===== src/rtl/mux_cl_pkg.sv =====
// Shared constants, FSM state type and lane bit-offset helper for the
// mux_cl_demux write-side demultiplexer.
package mux_cl_pkg;

    localparam int LANES_C = 8;
    localparam int SEL_W_C = 3;

    typedef enum logic {
        S_DIRECT = 1'b0,
        S_AUTO   = 1'b1
    } demux_state_t;

    // Bit offset of lane n inside the packed out_data vector.
    function automatic int lane_slice(input int n, input int width);
        return n * width;
    endfunction

endpackage


===== src/rtl/mux_cl_lane.sv =====
// One holding lane: a data register plus its occupied flag.
// Flush beats write, and write beats ack so a lane can be refilled while it is drained.
module mux_cl_lane #(
    parameter int WIDTH = 1
) (
    input  logic             clk,
    input  logic             rst_n,
    input  logic             wr_en,
    input  logic             ack,
    input  logic             flush,
    input  logic [WIDTH-1:0] din,
    output logic [WIDTH-1:0] dout,
    output logic             valid
);

    logic [WIDTH-1:0] data_d, data_q;
    logic             valid_d, valid_q;

    always_comb begin
        data_d  = data_q;
        valid_d = valid_q;
        if (flush) begin
            valid_d = 1'b0;
        end else if (wr_en) begin
            data_d  = din;
            valid_d = 1'b1;
        end else if (ack) begin
            valid_d = 1'b0;
        end
    end

    always_ff @(posedge clk or negedge rst_n) begin
        if (!rst_n) begin
            data_q  <= '0;
            valid_q <= 1'b0;
        end else begin
            data_q  <= data_d;
            valid_q <= valid_d;
        end
    end

    assign dout  = data_q;
    assign valid = valid_q;

endmodule


===== src/rtl/mux_cl_demux.sv =====
// Registered 1-to-LANES demultiplexer with direct-select and auto-increment
// (serial-to-parallel framing) modes, per-lane hold-until-ack.
module mux_cl_demux
    import mux_cl_pkg::*;
#(
    parameter int WIDTH = 1,
    parameter int LANES = LANES_C,
    parameter int SEL_W = SEL_W_C
) (
    input  logic                   clk,
    input  logic                   rst_n,
    input  logic                   in_valid,
    output logic                   in_ready,
    input  logic [WIDTH-1:0]       in_data,
    input  logic [SEL_W-1:0]       in_sel,
    input  logic                   auto_mode,
    input  logic                   flush,
    output logic [LANES*WIDTH-1:0] out_data,
    output logic [LANES-1:0]       out_valid,
    input  logic [LANES-1:0]       out_ack,
    output logic [SEL_W-1:0]       ptr,
    output logic                   frame_done
);

    // Handshake: a word transfers on a rising edge where in_valid && in_ready.
    // in_ready never depends on in_valid; the producer may hold in_valid
    // with stable data until it sees in_ready.

    demux_state_t     state_d, state_q;
    logic [SEL_W-1:0] ptr_d, ptr_q;
    logic             frame_done_d, frame_done_q;
    logic [SEL_W-1:0] tgt;
    logic             mode_ok;
    logic             accept;
    logic [LANES-1:0] wr_en;

    assign tgt     = (state_q == S_AUTO) ? ptr_q : in_sel;
    assign mode_ok = (state_q == S_AUTO) == auto_mode;
    assign in_ready = (~out_valid[tgt] | out_ack[tgt]) & ~flush & mode_ok;
    assign accept   = in_valid & in_ready;

    always_comb begin
        wr_en = '0;
        if (accept) begin
            wr_en[tgt] = 1'b1;
        end
    end

    always_comb begin
        state_d      = auto_mode ? S_AUTO : S_DIRECT;
        ptr_d        = ptr_q;
        frame_done_d = 1'b0;
        if (flush || !mode_ok) begin
            ptr_d = '0;
        end else if (accept && state_q == S_AUTO) begin
            ptr_d        = ptr_q + 1'b1;
            frame_done_d = (ptr_q == SEL_W'(LANES - 1));
        end
    end

    always_ff @(posedge clk or negedge rst_n) begin
        if (!rst_n) begin
            state_q      <= S_DIRECT;
            ptr_q        <= '0;
            frame_done_q <= 1'b0;
        end else begin
            state_q      <= state_d;
            ptr_q        <= ptr_d;
            frame_done_q <= frame_done_d;
        end
    end

    for (genvar n = 0; n < LANES; n++) begin : g_lane
        mux_cl_lane #(.WIDTH(WIDTH)) u_lane (
            .clk   (clk),
            .rst_n (rst_n),
            .wr_en (wr_en[n]),
            .ack   (out_ack[n]),
            .flush (flush),
            .din   (in_data),
            .dout  (out_data[lane_slice(n, WIDTH) +: WIDTH]),
            .valid (out_valid[n])
        );
    end

    assign ptr        = ptr_q;
    assign frame_done = frame_done_q;

endmodule


===== config.mk =====
export PLATFORM = sky130hd
export DESIGN_NAME = mux_cl_demux
export DESIGN_NICKNAME = d
export VERILOG_FILES = /design/src/rtl/mux_cl_pkg.sv /design/src/rtl/mux_cl_lane.sv /design/src/rtl/mux_cl_demux.sv
export SDC_FILE = /design/constraint.sdc
export NUM_CORES = 1
export LEC_CHECK = 0
export BUFFER_PORTS_ARGS = -buffer_cell sky130_fd_sc_hd__buf_2
export CORE_MARGIN = 3
export CORE_UTILIZATION = 56
export CTS_BUF_LIST = sky130_fd_sc_hd__clkbuf_8 sky130_fd_sc_hd__clkbuf_16
export CTS_CLUSTER_SIZE = 25
export DETAILED_ROUTE_END_ITERATION = 10
export PLACE_DENSITY_LB_ADDON = 0.12
export SETUP_SLACK_MARGIN = 0.5
export SYNTH_ARGS = -nofsm -noshare
export SYNTH_HDL_FRONTEND = slang
export SYNTH_SLANG_ARGS = --single-unit

===== constraint.sdc =====
create_clock -name clk -period 3.95 [get_ports clk]
set_input_delay 0.79 -clock clk [delete_from_list [all_inputs] [get_ports clk]]
set_output_delay 0.79 -clock clk [all_outputs]
set_load 0.02 [all_outputs]

# Yosys cells after proc, flatten, opt, wreduce, memory -nomap -nowiden
# Cells that the tools add are included.
totals:
  regBits: 21
  latch_bits: 0
  mem_bits_rw: 0
  romBits: 0
  output_inout_bits: 21
  memories: 0
op_classes:
  n_addsub: 1
  mul: 0
  n_div: 0
  magnitude_cmp: 2
  n_eq_ne: 2
  shift: 0
  n_mux: 37
  bitwise_logic: 6
  n_reduce_logical: 21
op_table:
  columns: ["op", "count"]
  rows:
  - ["two-way mux 1 bit", 30]
  - ["nonzero test 3 bit", 8]
  - ["AND reduction 2 bit", 8]
  - ["two-way mux 3 bit", 3]
  - ["two-way mux 8 bit", 1]
  - ["binary-select mux 1 bit (select 3 bit)", 2]
  - ["< comparator 3 x 4 -> 1 bit, second input constant", 1]
  - ["adder 3 x 1 -> 3 bit, second input constant", 1]
  - ["bitwise AND 1 bit", 3]
  - ["demux 1 bit (select 3 bit)", 1]
  - ["== test 3 bit, second input constant", 1]
  - [">= comparator 3 x 1 -> 1 bit, second input constant", 1]
  - ["logical AND 1 bit", 2]
  - ["inverter 1 bit", 2]
  - ["nonzero test 2 bit", 1]
  - ["== test 1 bit", 1]
  - ["zero test 1 bit", 1]
  - ["logical OR 1 bit", 1]
  - ["bitwise OR 1 bit", 1]

# Depth between registers and ports, before layout
# Gate-level depths: netlist of run 1.
depth:
  ltp_word: 11
  depth_mapped: 7
  ltp_nobuf: 5

# Hierarchy
# From an unflattened synthesis of run 1, not the netlist that was laid out.
unflattened:
  cells_unflattened: 125
  area_unflattened_um2: 1383.8
by_module_without_submodules:
  columns: ["module", "n_inst", "cells_per_inst", "area_per_inst_um2", "seq_area_each_um2"]
  rows:
  - ["mux_cl_lane", 8, 7, 93.8, 50.0]
  - ["mux_cl_demux", 1, 69, 633.1, 125.1]

# Least setup slack after synthesis of run 1
# No wires, ideal clock.
synth_timing:
  path_kind: "input to output"
  startpoint: "in in_sel[0]"
  endpoint: "out in_ready"
  t_arrival_ps: 2470
  required_time_ps: 3160
  setup_slack_ps: 690
  stages: 5
  path_buffers: 0
  cell_sequence: "mux2_4 > mux4_2 > a2bb2o_1 > and3_2 > nor3_1"
synth_between:
  elab_chain_cells: 7
  word_cells_on_any_way: 9
synth_lines:
  columns: ["element", "line_no", "text"]
  rows:
  - ["from (decl)", "mux_cl_demux.sv:15", "input logic [SEL_W-1:0] in_sel,"]
  - ["two-way mux 3 bit *", "mux_cl_demux.sv:37", "assign tgt = (state_q == S_AUTO) ? ptr_q : in_sel;"]
  - ["binary-select mux 1 bit (select 3 bit)", "mux_cl_demux.sv:39", "assign in_ready = (~out_valid[tgt] | out_ack[tgt]) & ~flush & mode_ok;"]
  - ["two-way mux 1 bit (not written as such)", "mux_cl_demux.sv:39", null]
  - ["inverter 1 bit", "mux_cl_demux.sv:39", null]
  - ["bitwise OR 1 bit *", "mux_cl_demux.sv:39", null]
  - ["bitwise AND 1 bit * (2 in series)", "mux_cl_demux.sv:39", null]
  - ["to (decl)", "mux_cl_demux.sv:13", "output logic in_ready,"]
# Every way passes the cells marked *; elsewhere a longest branch is shown, timed or not. The select of a mux whose other input is x is not followed.

# Final worst setup path of run 1
# Ends and elaborated chain as after synthesis.

==> results_dict.tcl, run 1 <==
set metrics [dict create \
    start_kind "input pin" \
    worst_slack_ps 593.5 \
    mappedNetlistArea_um2 1449 \
    cp_max_fo 11 \
    areaGrowthSynthToFinish_pct 7.081 \
    switching_share_pct 31.47 \
    drt-pass1-iter-count 4 \
    ys_types 39 \
    nFillCells 196 \
    grt.total_usage_pct 21.20 \
    ioPinCount 38 \
    critPathKind "input pin to primary output" \
    pre_cts_slack_ps 619.2 \
    grt_pass1_vias 1128 \
    critical_path_buf_inv_count 2 \
    yosysTopAreaCell "dfrtp_1" \
    dp_hpwl_um 2458 \
    cts-buffers-inserted 3 \
    setup_viol 0 \
    grt_overflow 0 \
    htree_levels 1 \
    hold_path.class "input pin to async pin" \
    tritoncts "built" \
    cp.required_ps 3160 \
    num_rows 17 \
    power.leakage_nw 0.8096 \
    dr.first_iter.drc_count 54 \
    clkTransAtPathRegs_ps 80 \
    grt_antenna_before_repair 0 \
    clock_skew_ps 2.986 \
    worst_path_largest_cell_delay_ps 470 \
    hold_violations 0 \
    initial_utilization_pct 61.93 \
    yosys_register_bits 21 \
    post_cts_buffers 0 \
    tightest_slew_ps 792.3 \
    wl_um 3270 \
    ir_drop_mv 0.2580 \
    die_y_um 56.87 \
    drive_above_1_share_pct 40.12 \
    maxSlewViolCount 0 \
    holdBufCountCts 0 \
    finalCritPeriodShare_pct 84.98 \
    grt_pass1_wl_um 5388 \
    routabilityCongestion 0.8571 \
    cts_root_buf "clkbuf_8" \
    avgSynthCellArea_um2 10.20 \
    p_sw_w 0.0001636 \
    ys_top_cells_by_area "dfrtp_1 (36%), buf_4 (8.8%), mux2_2 (7.8%), nand2_1 (3.9%), mux2i_1 (3.5%)" \
    die_area_um2 3234 \
    endpoint_kind "primary output" \
    seqPwrFrac_pct 47.5 \
    vias_per_cell 6.137 \
    cts_buffer_depth 2 \
    core-area_um2 2340 \
    final_antenna_net_count 0 \
    intPower_w 0.0003563 \
    comb_power_share_pct 25.4 \
    p_per_area_nw_per_um2 335.1 \
    syn-num-nets 161 \
    drc_errors 0 \
    syn-instance-count 142 \
    numClockSinks 21 \
    dieWidth_um 56.87 \
    synth_top_area_share_pct 36.27 \
    cpLargestDelayFamily "multiplexers" \
    numPortBuffers 37 \
    dpl.cell_count 186 \
    seq_area_frac_synth_pct 36.27 \
    cpMostUsedCell "buf_2" \
    cp_slowest_cell "mux4_2" \
    nets 182 \
    insertion_delay_ps 260 \
    rsz0062_at_grt "no" \
    vias 1166 \
    diodes 0 \
    cp.arrival_ps 2570 \
    p_total_w 0.0005199 \
    slew_headroom_pct 46.44 \
    clock.fmax_ghz 0.2979 \
    ys_warn_count 0 \
    drv_cap 0 \
    min_period_ps 3357 \
    stdcell_count 190 \
    cp_cell_sequence "buf_2 -> mux2_4 -> mux4_2 -> a22oi_4 -> and3_2 -> nor3_1 -> buf_2" \
    power.share.clock_pct 27.1 \
    wl_per_cell_um 17.21 \
    timing.setup.tns_ps 0 \
    timing.hold.ws_ps 475.3 \
    grt_max_degree 22 \
    outcome "completed" \
]
final timing paths:
check | start | end | slack [ps] | cells past startpoint
max in group asynchronous | rst_n | state_q | 3130 | 1
max | in_sel[0] | in_ready | 590 | 7
max reg2reg | state_q | g_lane[2].u_lane.dout | 1320 | 5
min reg2reg | g_lane[4].u_lane.dout | g_lane[4].u_lane.dout | 480 | 1
min in group clk | g_lane[4].u_lane.dout | g_lane[4].u_lane.dout | 480 | 1
min | rst_n | ptr[0] | 480 | 1
worst register-to-register path, cell delays in order, from the launching register on:
cell	delay, ps
dfrtp_2	580
mux2_2	460
nor4b_1	690
nand2_1	130
a31oi_1	290
mux2_2	370
routing by layer:
metal	vias to the layer above	track usage, %	part of all wire, %
li1	550	-	-
met1	563	27.86	44
met4	0	6.623	1.6
met3	6	2.989	6.2
met5	-	0	0
met2	47	35.81	49
kinds of logic after synthesis:
group	after synthesis	synth area share [%]
muxes	19	16.15
buffers and inverters	21	11.40
adders and majority gates	2	1.727
and+or+nand+nor	48	17.18
AOI/OAI and AO/OA	30	16.67
DFF	21	36.27
xor gates and xnor gates	1	0.6046
stage by stage:
| stage | cell area, um2 | util [%] |
|---|---|---|
| global placement | 1504 | 64.28 |
| finish | 1551 | 66.31 |
| detailed placement | 1504 | 64.28 |
| CTS | 1551 | 66.31 |
| global route | 1551 | 66.31 |
| floorplan | 1449 | - |
cells in the final DEF, fill, tap and decap left out, drive strengths merged, types with 3 or more instances in the layout:
cell    count
buf        37
nor3        3
nand3       3
dfrtp      21
mux2       12
nor2       12
mux2i       5
a21oi       5
a31oi       4
o21ai       3
a21o        7
or3b        3
nand2      15
nand4       3
clkbuf      3
synthesized netlist by cell type:
cell type and count:
a22oi_4 1, nand3_1 3, xor2_1 1, mux2_1 1, a21oi_1 5, or2b_1 1, nor4b_1 1, a2bb2o_1 1
clkbuf_1 1, a21o_1 6, buf_4 17, nand3b_1 1, and2_4 1, a41oi_1 1, and2b_1 1, o21ai_0 3
or3_2 1, a21boi_0 2, buf_6 3, a21o_2 1, nor4bb_1 1, o22ai_1 1, mux2i_1 5, a311oi_1 2
mux2_2 10, and3_2 2, nor2_1 12, mux2_4 1, dfrtp_1 21, a22oi_1 1, a31oi_1 4, o221ai_1 1
mux4_2 2, or3b_2 3, ha_1 2, nor3_1 3, nand4_1 3, nand2_1 15, a2111oi_4 1
cell type report:
class / instances / area [um2] / area share [%]
clock buffer: 3 / 41.29 / 2.661
clock inverter: 1 / 5.005 / 0.3226
multi-input combinational: 100 / 758.2 / 48.87
tap: 28 / 35.03 / 2.258
timing repair buffer: 37 / 185.2 / 11.94
sequential: 21 / 526.8 / 33.95
what timing repair did:
action	4_1_cts	5_1_grt
endpoints found under the hold margin	0	0
resized for setup	1	0
setup endpoints to repair	1	0
sequential cells by signal, summed over array words and instances, names as in the netlist:
name and cells:
frame_done 1, g_lane.u_lane.dout 8, g_lane.u_lane.valid 8, ptr 3, state_q 1
power groups by stage:
| stage | clock network [W] | registers, W | logic [W] |
|---|---|---|---|
| finish | 0.000141 | 0.000247 | 0.000132 |
| global route | 0.000157 | 0.000250 | 0.000142 |
| CTS | 0.000146 | 0.000247 | 0.000132 |
| detailed placement | 0 | 0.000251 | 0.000132 |
| global placement | 0 | 0.000250 | 0.000128 |
| floorplan | 0 | 0.000246 | 0.000116 |
(Power assumes the default switching activity.)
==> run 2: changes to the inputs <==
CORE_UTILIZATION = 52   (was 56)
clock period = 3.32 ns   (was 3.95 ns; I/O delays follow)
==> run 2 against run 1 <==
Register-to-register slack lost 560 ps. Critical path depth is the same. Critical endpoint unchanged. Die area grew 6.9%.
==> results_dict.tcl, run 2 (synthesis gave the netlist of run 1 again) <==
set metrics [dict create \
    cp_slowest_cell "mux4_2" \
    drc_errors 0 \
    worst_path_largest_cell_delay_ps 460 \
    grt_pass1_vias 1140 \
    dp_hpwl_um 2523 \
    cp_cell_sequence "buf_4 -> mux2_4 -> mux4_2 -> a2bb2o_4 -> and3_4 -> nor3_4 -> buf_6" \
    timing.rr.start "state_q" \
    crit_cells 7 \
    critPathKind "input pin to primary output" \
    critical_path_buf_inv_count 2 \
    grt.total_usage_pct 20.25 \
    clock_skew_ps 0.5002 \
    grt_pass1_wl_um 5340 \
    cp.required_ps 2660 \
    die_y_um 58.79 \
    grt_antenna_before_repair 0 \
    maxSlewViolCount 0 \
    rsz0062_at_grt "yes" \
    min_period_ps 2870 \
    cpLargestDelayFamily "multiplexers" \
    outcome "completed" \
    finalCritPeriodShare_pct 86.46 \
    num_rows 18 \
    postPlaceCellArea_um2 1548 \
    final_cell_mix "buf_2 (35), dfrtp_1 (19), nand2_1 (15), nor2_1 (12), mux2_2 (10)" \
    r2r_cells 8 \
    cp_max_fo 8 \
    nFillCells 228 \
    layout_commonest_cell "buf_2" \
    p_total_w 0.0006324 \
    cts_root_buf "clkbuf_8" \
    insertion_delay_ps 260 \
    nets 188 \
    cp.arrival_ps 2210 \
    setup_viol 0 \
    clkTransAtPathRegs_ps 80 \
    clock.fmax_ghz 0.3484 \
    rrSetupSlack_ps 760 \
    holdBufCountCts 0 \
    vias 1168 \
    cts_buffer_depth 2 \
    diodes 0 \
    tightest_slew_ps 617.1 \
    drt-pass1-iter-count 4 \
    die_area_um2 3456 \
    areaGrowthSynthToFinish_pct 13.04 \
    dr.first_iter.drc_count 56 \
    cp-startpoint "in_sel[0]" \
    fin_area_um2 1638 \
    grt_overflow 0 \
    wl_um 3299 \
    timing.setup.tns_ps 0 \
    final_antenna_net_count 0 \
    power.leakage_nw 0.8455 \
    wl_per_cell_um 16.66 \
    ir_drop_mv 0.2656 \
    vias_per_cell 5.899 \
    r2r-end "g_lane[0].u_lane.dout" \
    tritoncts "built" \
    endpoint_kind "primary output" \
    initial_utilization_pct 56.43 \
    hold_path.class "input pin to async pin" \
    cts-buffers-inserted 3 \
    numPortBuffers 37 \
    htree_levels 1 \
    ioPinCount 38 \
    dieWidth_um 58.79 \
    slew_headroom_pct 58.71 \
    grt_max_degree 22 \
    hold_violations 0 \
    core-area_um2 2567 \
    start_kind "input pin" \
    routabilityCongestion 0.9007 \
    drv_cap 0 \
    numClockSinks 21 \
    drive_above_1_share_pct 44.05 \
    p_per_area_nw_per_um2 386.1 \
]
[run 2: how the worst max path moves through the flow]
stage	to	slack [ps]
3_5_place_dp	in_ready	280
6_report	in_ready	450
3_3_place_gp	in_ready	290
2_1_floorplan	in_ready	550
5_1_grt	in_ready	400
4_1_cts	in_ready	450
[run 2: layer usage]
layer	track usage [%]	wire (um)
met5	0	0
met4	5.502	49
met3	3.509	212
met2	33.91	1631
met1	26.86	1405
[run 2: repair_timing]
action,in CTS,in global routing
buffers inserted,2,0
endpoints found under the setup margin,1,1
gates resized for setup,10,0
pin swaps,1,0
[run 2: power breakdown]
group / switching (W) / total [W] / internal (W)
clock network: 0.0000848 / 0.000167 / 0.0000825
registers: 0.0000137 / 0.000292 / 0.000278
logic: 0.0000999 / 0.000173 / 0.0000733
[run 2: final cells by class]
| cell class | count | area, um2 | area share, % |
|---|---|---|---|
| Clock inverter | 1 | 3.754 | 0.2292 |
| Multi-Input combinational cell | 100 | 788.3 | 48.13 |
| Clock buffer | 3 | 41.29 | 2.521 |
| Sequential cell | 21 | 528.0 | 32.24 |
| Tap cell | 30 | 37.54 | 2.292 |
| Timing Repair Buffer | 43 | 239.0 | 14.59 |
[run 2: through the flow]
stage | hold slack [ps] | util [%] | instances | setup WS, ps
6_report | 354.2 | 63.79 | 198 | 449.5
3_5_place_dp | 478.1 | 60.28 | 192 | 276.9
4_1_cts | 377.3 | 63.79 | 198 | 450.4
5_1_grt | 376.0 | 63.79 | 198 | 402.0
3_3_place_gp | 466.7 | 60.28 | 192 | 294.5
2_1_floorplan | 368.4 | - | 142 | 545.1
==> run 3: changes to the inputs <==
clock period = 2.9 ns   (was 3.32 ns; I/O delays follow)
==> run 3 against run 2 <==
Sequential cell count unchanged. Critical path depth down 1. Sequential share of layout area down 0.98 points. Clock power up 14%. Final cell count up 1.5%. Highest routed layer unchanged.
==> results_dict.tcl, run 3 (synthesis gave the netlist of run 1 again) <==
set metrics [dict create \
    outcome "completed" \
    grt_pass1_wl_um 5513 \
    hold_violations 0 \
    p_per_area_nw_per_um2 434.1 \
    setup_viol 0 \
    p_total_w 0.0007333 \
    areaGrowthSynthToFinish_pct 16.58 \
    grt_max_degree 22 \
    die_y_um 58.79 \
    grt_antenna_before_repair 0 \
    start_kind "register" \
    cts_root_buf "clkbuf_8" \
    htree_levels 1 \
    timing.setup.tns_ps 0 \
    layout_commonest_cell "buf_2" \
    dr.first_iter.drc_count 39 \
    die_area_um2 3456 \
    crit_cells 6 \
    cp_slowest_cell "dfrtp_2" \
    tightest_slew_ps 510.6 \
    tritoncts "built" \
    initial_utilization_pct 56.43 \
    dieWidth_um 58.79 \
    worst_path_largest_cell_delay_ps 460 \
    vias_per_cell 5.930 \
    slew_headroom_pct 65.85 \
    nFillCells 229 \
    cts-buffers-inserted 3 \
    cpLargestDelayFamily "multiplexers" \
    wl_um 3378 \
    endpoint "in_ready" \
    cp-startpoint "state_q" \
    insertion_delay_ps 260 \
    clkTransAtPathRegs_ps 80 \
    cp.arrival_ps 2200 \
    rrSetupSlack_ps 450 \
    worst_slack_ps 123.1 \
    timing.hold.ws_ps 264.1 \
    wl_per_cell_um 16.81 \
    nets 191 \
    pre_cts_slack_ps 52.36 \
    cp_max_fo 6 \
    num_rows 18 \
    timing.rr.start "state_q" \
    power.leakage_nw 0.8663 \
    critical_path_buf_inv_count 1 \
    cp.required_ps 2320 \
    diodes 0 \
    cts_buffer_depth 2 \
    hold_path.class "input pin to async pin" \
    critPathKind "register to primary output" \
    grt_pass1_vias 1170 \
    numPortBuffers 37 \
    drc_errors 0 \
    r2r-end "g_lane[4].u_lane.dout" \
    drv_cap 0 \
    cp_cell_sequence "mux2_4 -> mux4_2 -> a2bb2o_4 -> and3_4 -> nor3_4 -> buf_6" \
    finalCritPeriodShare_pct 95.76 \
    numClockSinks 21 \
    ir_drop_mv 0.4566 \
    grt.total_usage_pct 20.80 \
    endpoint_kind "primary output" \
    final_cell_mix "buf_2 (36), dfrtp_1 (19), nand2_1 (15), nor2_1 (12), mux2_2 (10)" \
    drive_above_1_share_pct 47.37 \
    rsz0062_at_grt "yes" \
    dp_hpwl_um 2571 \
    ioPinCount 38 \
    r2r_cells 7 \
    maxSlewViolCount 0 \
    final_antenna_net_count 0 \
    min_period_ps 2777 \
    vias 1192 \
    core-area_um2 2567 \
    routabilityCongestion 0.9184 \
    drt-pass1-iter-count 4 \
    clock_skew_ps 2.785 \
    grt_overflow 0 \
    clock.fmax_ghz 0.3601 \
]
run 3: layout make-up:
cell class                      count  area, um2  area share (%)
Timing Repair Buffer               46      259.0           15.33
Sequential cell                    21      528.0           31.26
Clock buffer                        3      41.29           2.444
Clock inverter                      1      5.005          0.2963
Tap cell                           30      37.54           2.222
Multi-Input combinational cell    100      818.3           48.44
run 3: routing by layer:
| metal | part of all wire, % | track usage (%) | up-vias |
|---|---|---|---|
| met1 | 45 | 27.96 | 586 |
| met5 | 0 | 0 | - |
| met4 | 0.41 | 2.265 | 0 |
| met2 | 49 | 34.86 | 36 |
| li1 | - | - | 566 |
| met3 | 5.7 | 5.263 | 4 |
run 3: power by group:
| part | switching (W) | internal (W) | total [W] |
|---|---|---|---|
| Clock | 0.0000953 | 0.0000958 | 0.000191 |
| Combinational | 0.000120 | 0.0000875 | 0.000208 |
| Sequential | 0.0000159 | 0.000318 | 0.000334 |
run 3: through the flow:
stage	instances	utilization [%]	cell area, um2
2_1_floorplan	142	-	1475
3_3_place_gp	193	61.16	1570
3_5_place_dp	193	61.16	1570
4_1_cts	201	64.91	1667
5_1_grt	201	65.79	1689
6_report	201	65.79	1689
run 3: worst min-delay path by stage:
stage	start	to	depth (start not counted)
6_report	rst_n	g_lane[3].u_lane.valid	1
3_3_place_gp	g_lane[4].u_lane.dout	g_lane[4].u_lane.dout	1
3_5_place_dp	g_lane[4].u_lane.dout	g_lane[4].u_lane.dout	1
2_1_floorplan	rst_n	frame_done	0
4_1_cts	rst_n	g_lane[3].u_lane.valid	1
5_1_grt	rst_n	g_lane[3].u_lane.valid	1
run 3: repair_timing:
action	CTS	global route
pin swaps	2	0
buffers inserted	4	0
hold buffers	0	0
gates resized for setup	6	3
setup endpoints to repair	4	8
